--- src/rtl/cu_pkg.sv ---
// rtl/cu_pkg.sv - shared types and constants for the control_unit sequencer
//
// Purpose: state encoding, opcode class encoding, opcode values, the ALU
// increment bit and the IR field positions used by control_unit/cu_decode.
// Optional feature macro: CU_MULDIV_EN (MUL/DIV decode, T5 LO / T6 HI path).
package cu_pkg;

   typedef enum logic [2:0] {
      S_IDLE = 3'd0,
      S_T0   = 3'd1,
      S_T1   = 3'd2,
      S_T2   = 3'd3,
      S_T3   = 3'd4,
      S_T4   = 3'd5,
      S_T5   = 3'd6,
      S_T6   = 3'd7
   } state_t;

   typedef enum logic [1:0] {
      CLS_BINARY  = 2'd0,
      CLS_MULDIV  = 2'd1,
      CLS_UNARY   = 2'd2,
      CLS_ILLEGAL = 2'd3
   } op_class_t;

   localparam logic [4:0] OP_ADD  = 5'b00011;
   localparam logic [4:0] OP_SUB  = 5'b00100;
   localparam logic [4:0] OP_AND  = 5'b00101;
   localparam logic [4:0] OP_OR   = 5'b00110;
   localparam logic [4:0] OP_ROR  = 5'b00111;
   localparam logic [4:0] OP_ROL  = 5'b01000;
   localparam logic [4:0] OP_SHR  = 5'b01001;
   localparam logic [4:0] OP_SHRA = 5'b01010;
   localparam logic [4:0] OP_SHL  = 5'b01011;
   localparam logic [4:0] OP_MUL  = 5'b01111;
   localparam logic [4:0] OP_DIV  = 5'b10000;
   localparam logic [4:0] OP_NEG  = 5'b10001;
   localparam logic [4:0] OP_NOT  = 5'b10010;

   localparam int ALU_INC = 31;

   localparam int OPCODE_HI = 31;
   localparam int OPCODE_LO = 27;
   localparam int RA_HI     = 26;
   localparam int RA_LO     = 23;
   localparam int RB_HI     = 22;
   localparam int RB_LO     = 19;
   localparam int RC_HI     = 18;
   localparam int RC_LO     = 15;

endpackage

--- src/rtl/cu_decode.sv ---
// rtl/cu_decode.sv - combinational IR decoder for control_unit
//
// Purpose: splits the IR into register fields, classifies the opcode and
// builds the one-hot ALU operation vector.
// Ports:
//   ir       in  32  instruction register contents
//   ra/rb/rc out 4   destination / first source / second source register
//   op_class out 2   binary, muldiv, unary or illegal
//   alu_op   out 32  one-hot, bit[opcode] set
// Optional feature macro: CU_MULDIV_EN (MUL/DIV classed as muldiv, else illegal).
module cu_decode
   import cu_pkg::*;
(
   input  logic [31:0] ir,
   output logic [3:0]  ra,
   output logic [3:0]  rb,
   output logic [3:0]  rc,
   output op_class_t   op_class,
   output logic [31:0] alu_op
);

   logic [4:0]  opcode;
   logic [14:0] unused_ir_bits;

   assign opcode         = ir[OPCODE_HI:OPCODE_LO];
   assign ra             = ir[RA_HI:RA_LO];
   assign rb             = ir[RB_HI:RB_LO];
   assign rc             = ir[RC_HI:RC_LO];
   assign unused_ir_bits = ir[14:0];

   // Only meaningful for legal opcodes; the sequencer never drives it otherwise.
   assign alu_op = 32'd1 << opcode;

   always_comb begin
      op_class = CLS_ILLEGAL;
      case (opcode)
         OP_ADD, OP_SUB, OP_AND, OP_OR, OP_ROR,
         OP_ROL, OP_SHR, OP_SHRA, OP_SHL:  op_class = CLS_BINARY;
`ifdef CU_MULDIV_EN
         OP_MUL, OP_DIV:                   op_class = CLS_MULDIV;
`endif
         OP_NEG, OP_NOT:                   op_class = CLS_UNARY;
         default:                          op_class = CLS_ILLEGAL;
      endcase
   end

endmodule

--- src/rtl/control_unit.sv ---
// rtl/control_unit.sv - hardwired fetch/execute sequencer driving the datapath
//
// Purpose: steps IDLE -> T0..T2 (fetch) -> T3..T6 (execute) and drives every
// datapath enable/select combinationally from the state register and ir.
// Ports:
//   clk, clr (async active-low reset), run, mem_ready, ir[31:0]
//   r_en/r_sel [NREG-1:0] one-hot register load / bus select
//   Pen Pselect MARen MDRen MDRselect IRen Yen Zen zlowselect Zhighselect
//   HIen LOen Read   single-bit datapath controls
//   alu_control[31:0] one-hot ALU op; busy, done, illegal status
// Optional feature macro: CU_MULDIV_EN (MUL/DIV with T5 LO and T6 HI writes;
// without it HIen/LOen are tied low and T6 is unreachable).
module control_unit
   import cu_pkg::*;
#(
   parameter int NREG = 16
)
(
   input  logic            clk,
   input  logic            clr,
   input  logic            run,
   input  logic            mem_ready,
   input  logic [31:0]     ir,
   output logic [NREG-1:0] r_en,
   output logic [NREG-1:0] r_sel,
   output logic            Pen,
   output logic            Pselect,
   output logic            MARen,
   output logic            MDRen,
   output logic            MDRselect,
   output logic            IRen,
   output logic            Yen,
   output logic            Zen,
   output logic            zlowselect,
   output logic            Zhighselect,
   output logic            HIen,
   output logic            LOen,
   output logic            Read,
   output logic [31:0]     alu_control,
   output logic            busy,
   output logic            done,
   output logic            illegal
);

   localparam logic [NREG-1:0] ONE_HOT0 = {{(NREG-1){1'b0}}, 1'b1};
   localparam logic [31:0]     ALU_INC_VEC = 32'd1 << ALU_INC;

   state_t          state;
   state_t          state_nx;
   state_t          end_nx;
   logic [3:0]      ra;
   logic [3:0]      rb;
   logic [3:0]      rc;
   op_class_t       op_class;
   logic [31:0]     alu_op;
   logic [NREG-1:0] ra_hot;
   logic [NREG-1:0] rb_hot;
   logic [NREG-1:0] rc_hot;

   cu_decode u_decode (
      .ir       (ir),
      .ra       (ra),
      .rb       (rb),
      .rc       (rc),
      .op_class (op_class),
      .alu_op   (alu_op)
   );

   // Register numbers beyond NREG shift out, leaving the vector zero.
   assign ra_hot = ONE_HOT0 << ra;
   assign rb_hot = ONE_HOT0 << rb;
   assign rc_hot = ONE_HOT0 << rc;

   // Instruction end: run is sampled here, so a mid-instruction drop of run
   // only takes effect once the current instruction completes.
   assign end_nx = run ? S_T0 : S_IDLE;

   always_ff @(posedge clk or negedge clr) begin
      if (!clr) state <= S_IDLE;
      else      state <= state_nx;
   end

   assign busy = (state != S_IDLE);

`ifdef CU_MULDIV_EN
   logic hi_en;
   logic lo_en;
   assign HIen = hi_en;
   assign LOen = lo_en;
`else
   assign HIen = 1'b0;
   assign LOen = 1'b0;
`endif

   always_comb begin
      state_nx    = state;
      r_en        = '0;
      r_sel       = '0;
      Pen         = 1'b0;
      Pselect     = 1'b0;
      MARen       = 1'b0;
      MDRen       = 1'b0;
      MDRselect   = 1'b0;
      IRen        = 1'b0;
      Yen         = 1'b0;
      Zen         = 1'b0;
      zlowselect  = 1'b0;
      Zhighselect = 1'b0;
      Read        = 1'b0;
      alu_control = '0;
      done        = 1'b0;
      illegal     = 1'b0;
`ifdef CU_MULDIV_EN
      hi_en       = 1'b0;
      lo_en       = 1'b0;
`endif
      case (state)
         S_IDLE: begin
            if (run) state_nx = S_T0;
         end
         S_T0: begin
            Pselect     = 1'b1;
            MARen       = 1'b1;
            Zen         = 1'b1;
            alu_control = ALU_INC_VEC;
            state_nx    = S_T1;
         end
         S_T1: begin
            // PC reload from Z repeats during a stall; the value is unchanged.
            zlowselect = 1'b1;
            Pen        = 1'b1;
            Read       = 1'b1;
            MDRen      = 1'b1;
            if (mem_ready) state_nx = S_T2;
         end
         S_T2: begin
            MDRselect = 1'b1;
            IRen      = 1'b1;
            state_nx  = S_T3;
         end
         S_T3: begin
            case (op_class)
               CLS_ILLEGAL: begin
                  illegal  = 1'b1;
                  done     = 1'b1;
                  state_nx = end_nx;
               end
               CLS_UNARY: begin
                  r_sel       = rb_hot;
                  alu_control = alu_op;
                  Zen         = 1'b1;
                  state_nx    = S_T4;
               end
               default: begin
                  r_sel    = rb_hot;
                  Yen      = 1'b1;
                  state_nx = S_T4;
               end
            endcase
         end
         S_T4: begin
            if (op_class == CLS_UNARY) begin
               zlowselect = 1'b1;
               r_en       = ra_hot;
               done       = 1'b1;
               state_nx   = end_nx;
            end else begin
               r_sel       = rc_hot;
               alu_control = alu_op;
               Zen         = 1'b1;
               state_nx    = S_T5;
            end
         end
         S_T5: begin
            zlowselect = 1'b1;
`ifdef CU_MULDIV_EN
            if (op_class == CLS_MULDIV) begin
               lo_en    = 1'b1;
               state_nx = S_T6;
            end else begin
               r_en     = ra_hot;
               done     = 1'b1;
               state_nx = end_nx;
            end
`else
            r_en     = ra_hot;
            done     = 1'b1;
            state_nx = end_nx;
`endif
         end
`ifdef CU_MULDIV_EN
         S_T6: begin
            Zhighselect = 1'b1;
            hi_en       = 1'b1;
            done        = 1'b1;
            state_nx    = end_nx;
         end
`endif
         default: begin
            state_nx = S_IDLE;
         end
      endcase
   end

endmodule

--- config.mk ---
export PLATFORM = sky130hd
export DESIGN_NAME = control_unit
export DESIGN_NICKNAME = d
export VERILOG_FILES = /design/src/rtl/cu_pkg.sv /design/src/rtl/cu_decode.sv /design/src/rtl/control_unit.sv
export SDC_FILE = /design/constraint.sdc
export NUM_CORES = 1
export LEC_CHECK = 0
export CELL_PAD_IN_SITES_DETAIL_PLACEMENT = 1
export CELL_PAD_IN_SITES_GLOBAL_PLACEMENT = 2
export CORE_MARGIN = 10
export CORE_UTILIZATION = 13
export CTS_CLUSTER_DIAMETER = 30
export DETAILED_ROUTE_END_ITERATION = 16
export PLACE_DENSITY_LB_ADDON = 0.1
export RECOVER_POWER = 100
export SLEW_MARGIN = 30
export SYNTH_ARGS = -nofsm -noshare
export SYNTH_HDL_FRONTEND = slang
export SYNTH_SLANG_ARGS = --single-unit
--- constraint.sdc ---
create_clock -name clk -period 1.7 [get_ports clk]
set_input_delay 0.34 -clock clk [delete_from_list [all_inputs] [get_ports clk]]
set_output_delay 0.34 -clock clk [all_outputs]
set_load 0.005 [all_outputs]
==> impl_metrics.py <==
metrics = {
    "layout": {
        "largest_reg_flops": 3,
        "mostFrequentLayoutCells": "60 x buf_4, 58 x buf_2, 47 x buf_6",
        "num_antenna_cells": 0,
        "multiInputGateArea_sq_mm": 0.00168,
        "fin_nets": 430,
        "n_fill_cell": 1264,
        "seq_area_sq_um": 77.6,
        "syn_to_final_growth_pct": 161,
        "reg_top3": "state (3)",
        "max_flop_register": "state",
        "final_common_cell": "buf_4",
        "drive_gt1_share_pct": 72.4,
    },
    "sta": {
        "tightest_slew_ns": 0.541,
        "rsz0062_at_grt": "yes",
        "finalSetupTns_ns": -14.90,
        "fin_hold_ws_ns": 0.380,
        "finalCriticalPeriod_ns": 1.98,
        "fmax_mhz": 506,
        "slew_violations": 0,
        "fin_ws_ns": -0.278,
        "maxSlewHeadroom_pct": 63.9,
        "setup_viol_count_final": 71,
        "finClkSkew_ns": 0.00252,
        "finalCritPeriodShare_pct": 116,
        "hold_viol": 0,
    },
    "placement": {
        "io_buffers": 97,
        "gp_congestion": 0.739,
        "dpl_worst_slack_ns": -1.14,
        "post-dp-hpwl_um": 6360,
    },
    "worst_setup_path": {
        "arrival_ns": 1.64,
        "path_cells": "buf_6 -> and4bb_4 -> buf_6 -> nand2_8 -> nor3_2 -> buf_2",
        "worstSetupStartpointType": "register",
        "reg2reg_to": "state[0]$_DFFE_PN0P_",
        "r2r_start": "state[2]$_DFFE_PN0P_",
        "r2r_cells": 6,
        "crit_path_max_fanout": 6,
        "required_ns": 1.36,
        "cpMaxStageDelayCell": "dfrtp_2",
        "end_kind": "output pin",
        "worst-setup-path-type": "reg2out",
        "reg2reg_slack_ns": 0.37,
        "path_delay_family": "simple AND/OR/NAND/NOR gates",
        "slowest_delay_ns": 0.45,
        "crit_path_frequent_cell": "buf_6",
        "crit_buf_inv": 3,
    },
    "drt": {
        "ant_nets": 0,
        "drtIter0Drc": 72,
        "wirelength_um": 8500,
        "wire_per_inst_um": 16.2,
        "drtPass1Iterations": 6,
        "vias_per_cell": 4.24,
        "drc": 0,
        "via_count": 2222,
    },
    "pwr": {
        "p_leak_uw": 0.00164,
        "switching_share_pct": 41.7,
        "power_density_mw_per_mm2": 704,
        "internal-power_uw": 1470,
        "pwr-share-seq_pct": 6.6,
        "pwr-share-comb_pct": 84.9,
        "power_frac_clock_pct": 8.4,
        "ir_drop_v": 0.000294,
        "total_power_uw": 2520,
        "p_sw_uw": 1050,
    },
    "global_route": {
        "grt_max_degree": 18,
        "grt_util_all_layers_pct": 10.6,
        "antenna_found_initial": 0,
        "grt_overflow": 0,
        "grt_pass1_wl_um": 13000,
        "grt_pass1_vias": 2338,
    },
    "clock_network": {
        "cts_root_buffer": "clkbuf_8",
        "cts_tree": "yes",
        "cts.clk_slew.worst_paths_ns": 0.03,
        "clk_latency_ns": 0.22,
        "cts_sinks": 3,
        "cts_max_level": 1,
        "cts_buffers": 3,
        "cts_buffer_depth": 2,
    },
    "yosys": {
        "syn_area_per_cell_sq_um": 6.34,
        "ys_seq_area_share_pct": 5.48,
        "synth_cells": 216,
        "synth_top_area_share_pct": 7.95,
        "synth_top_area_cell": "nor2_1",
        "ys_types": 39,
        "syn_area_sq_mm": 0.00137,
        "yosysWarnings": 0,
        "ys_ff_latch": 3,
        "synthTopCellsByArea": "nor2_1 7.9%, and2_1 7.8%, nand3_1 7.3%",
    },
    "floorplan": {
        "coreArea_sq_mm": 0.0103,
        "start_util_pct": 13.3,
        "io_pins": 116,
        "dieArea_sq_mm": 0.0150,
        "die-height_um": 123,
        "die_w_um": 123,
        "fp-row-count": 37,
    },
    "run_status": {
        "outcome": "complete, but fails checks",
        "violations": "setup timing",
    },
    "worst_hold_path": {
        "hold_path_class": "in2async",
    },
    "flow_run": {
        "cap_viol_max_count": 0,
    },
}
-- layer usage --
layer	track usage, %	wire (um)	share of wire (%)	up-vias
li1	-	-	-	1120
met1	12.6	3490	41	1039
met2	19.0	4460	52	56
met3	2.53	497	5.8	7
met4	1.91	53	0.62	0
met5	0	0	0	-
-- cell families (layout without fill, tap and decap cells) --
| group | Yosys count | in the layout | synth area share [%] |
|---|---|---|---|
| buffers and inverters | 30 | 200 | 11.6 |
| XOR/XNOR | 1 | 1 | 0.639 |
| AO/OA/AOI/OAI | 29 | 29 | 12.8 |
| flip-flops | 3 | 3 | 5.48 |
| other | 1 | 3 | 0.274 |
| AND/OR/NAND/NOR | 147 | 147 | 64.7 |
| adder cells (fa/ha/maj) | 5 | 5 | 4.57 |
-- repair_timing --
action                                  in CTS  in global routing
pin swaps                                   42                 34
hold buffers                                 0                  0
setup buffers                               29                 11
gates cloned                                 4                  0
resized for setup                          454                 82
endpoints found under the setup margin      79                 77
-- stage by stage --
stage	util (%)	instance area [sq um]	std cells
6_report	34.9	3580	524
5_1_grt	34.9	3580	524
4_1_cts	31.5	3230	515
3_5_place_dp	27.2	2800	480
3_3_place_gp	27.2	2800	480
2_1_floorplan	-	1400	218
-- power groups by stage --
stage | Sequential [uW] | Combinational [uW] | Clock (uW)
after floorplan | 129 | 644 | 0
after global placement | 162 | 1390 | 0
after detailed placement | 162 | 1400 | 0
after CTS | 167 | 1940 | 216
after global routing | 174 | 2320 | 225
final | 167 | 2140 | 213
-- how the worst max path moves through the flow --
stage / startpoint / to / slack, ns / depth (start not counted)
after floorplan: ir[27] / Zen / 0.001 / 6
after CTS: ir[27] / Zen / -0.31 / 8
final: state[1]$_DFFE_PN0P_ / alu_control[0] / -0.28 / 6
after global routing: state[1]$_DFFE_PN0P_ / alu_control[0] / -0.34 / 6
after detailed placement: ir[27] / r_sel[14] / -1.14 / 8
after global placement: ir[27] / r_sel[12] / -1.17 / 8
-- Yosys cell counts --
master      n
o2bb2ai_1   1
nand3b_1    1
nor2b_1    10
and4_1      1
xnor2_1     1
and3b_1     4
a32oi_1     1
clkbuf_1    6
o22ai_1     1
nor2_1     29
ha_1        5
and4bb_4    1
o21ai_1     2
dfrtp_1     3
nand4b_1   10
nor4b_1     3
a21oi_1     4
and3_1      2
conb_1      1
a21o_1      3
nand2_1     7
nor3b_2     1
o211ai_1    1
nand4_1    16
o21ai_0    15
nor4_1      1
or3_1       3
and4b_1     2
nor3b_1     4
and2_1     17
buf_4       9
nand3_1    20
nand4bb_1   2
buf_2      10
a21oi_4     1
nand2b_1    4
and4bb_2    1
inv_1       5
nor3_1      8
-- worst register-to-register path, delay by kind of cell, from the launching register on --
family,cells,cell delay (ns)
flops,1,0.40
buf+inv,3,0.40
compound gates,2,0.26
simple gates,1,0.14
-- layout make-up --
cell class,instances,share of cell area (%)
Multi-Input combinational cell,185,46.9
Timing Repair Buffer,191,44.1
Tap cell,136,4.75
Sequential cell,3,2.17
Clock buffer,4,1.26
Inverter,5,0.803
No activity file was read; power rests on OpenSTA's default activity.
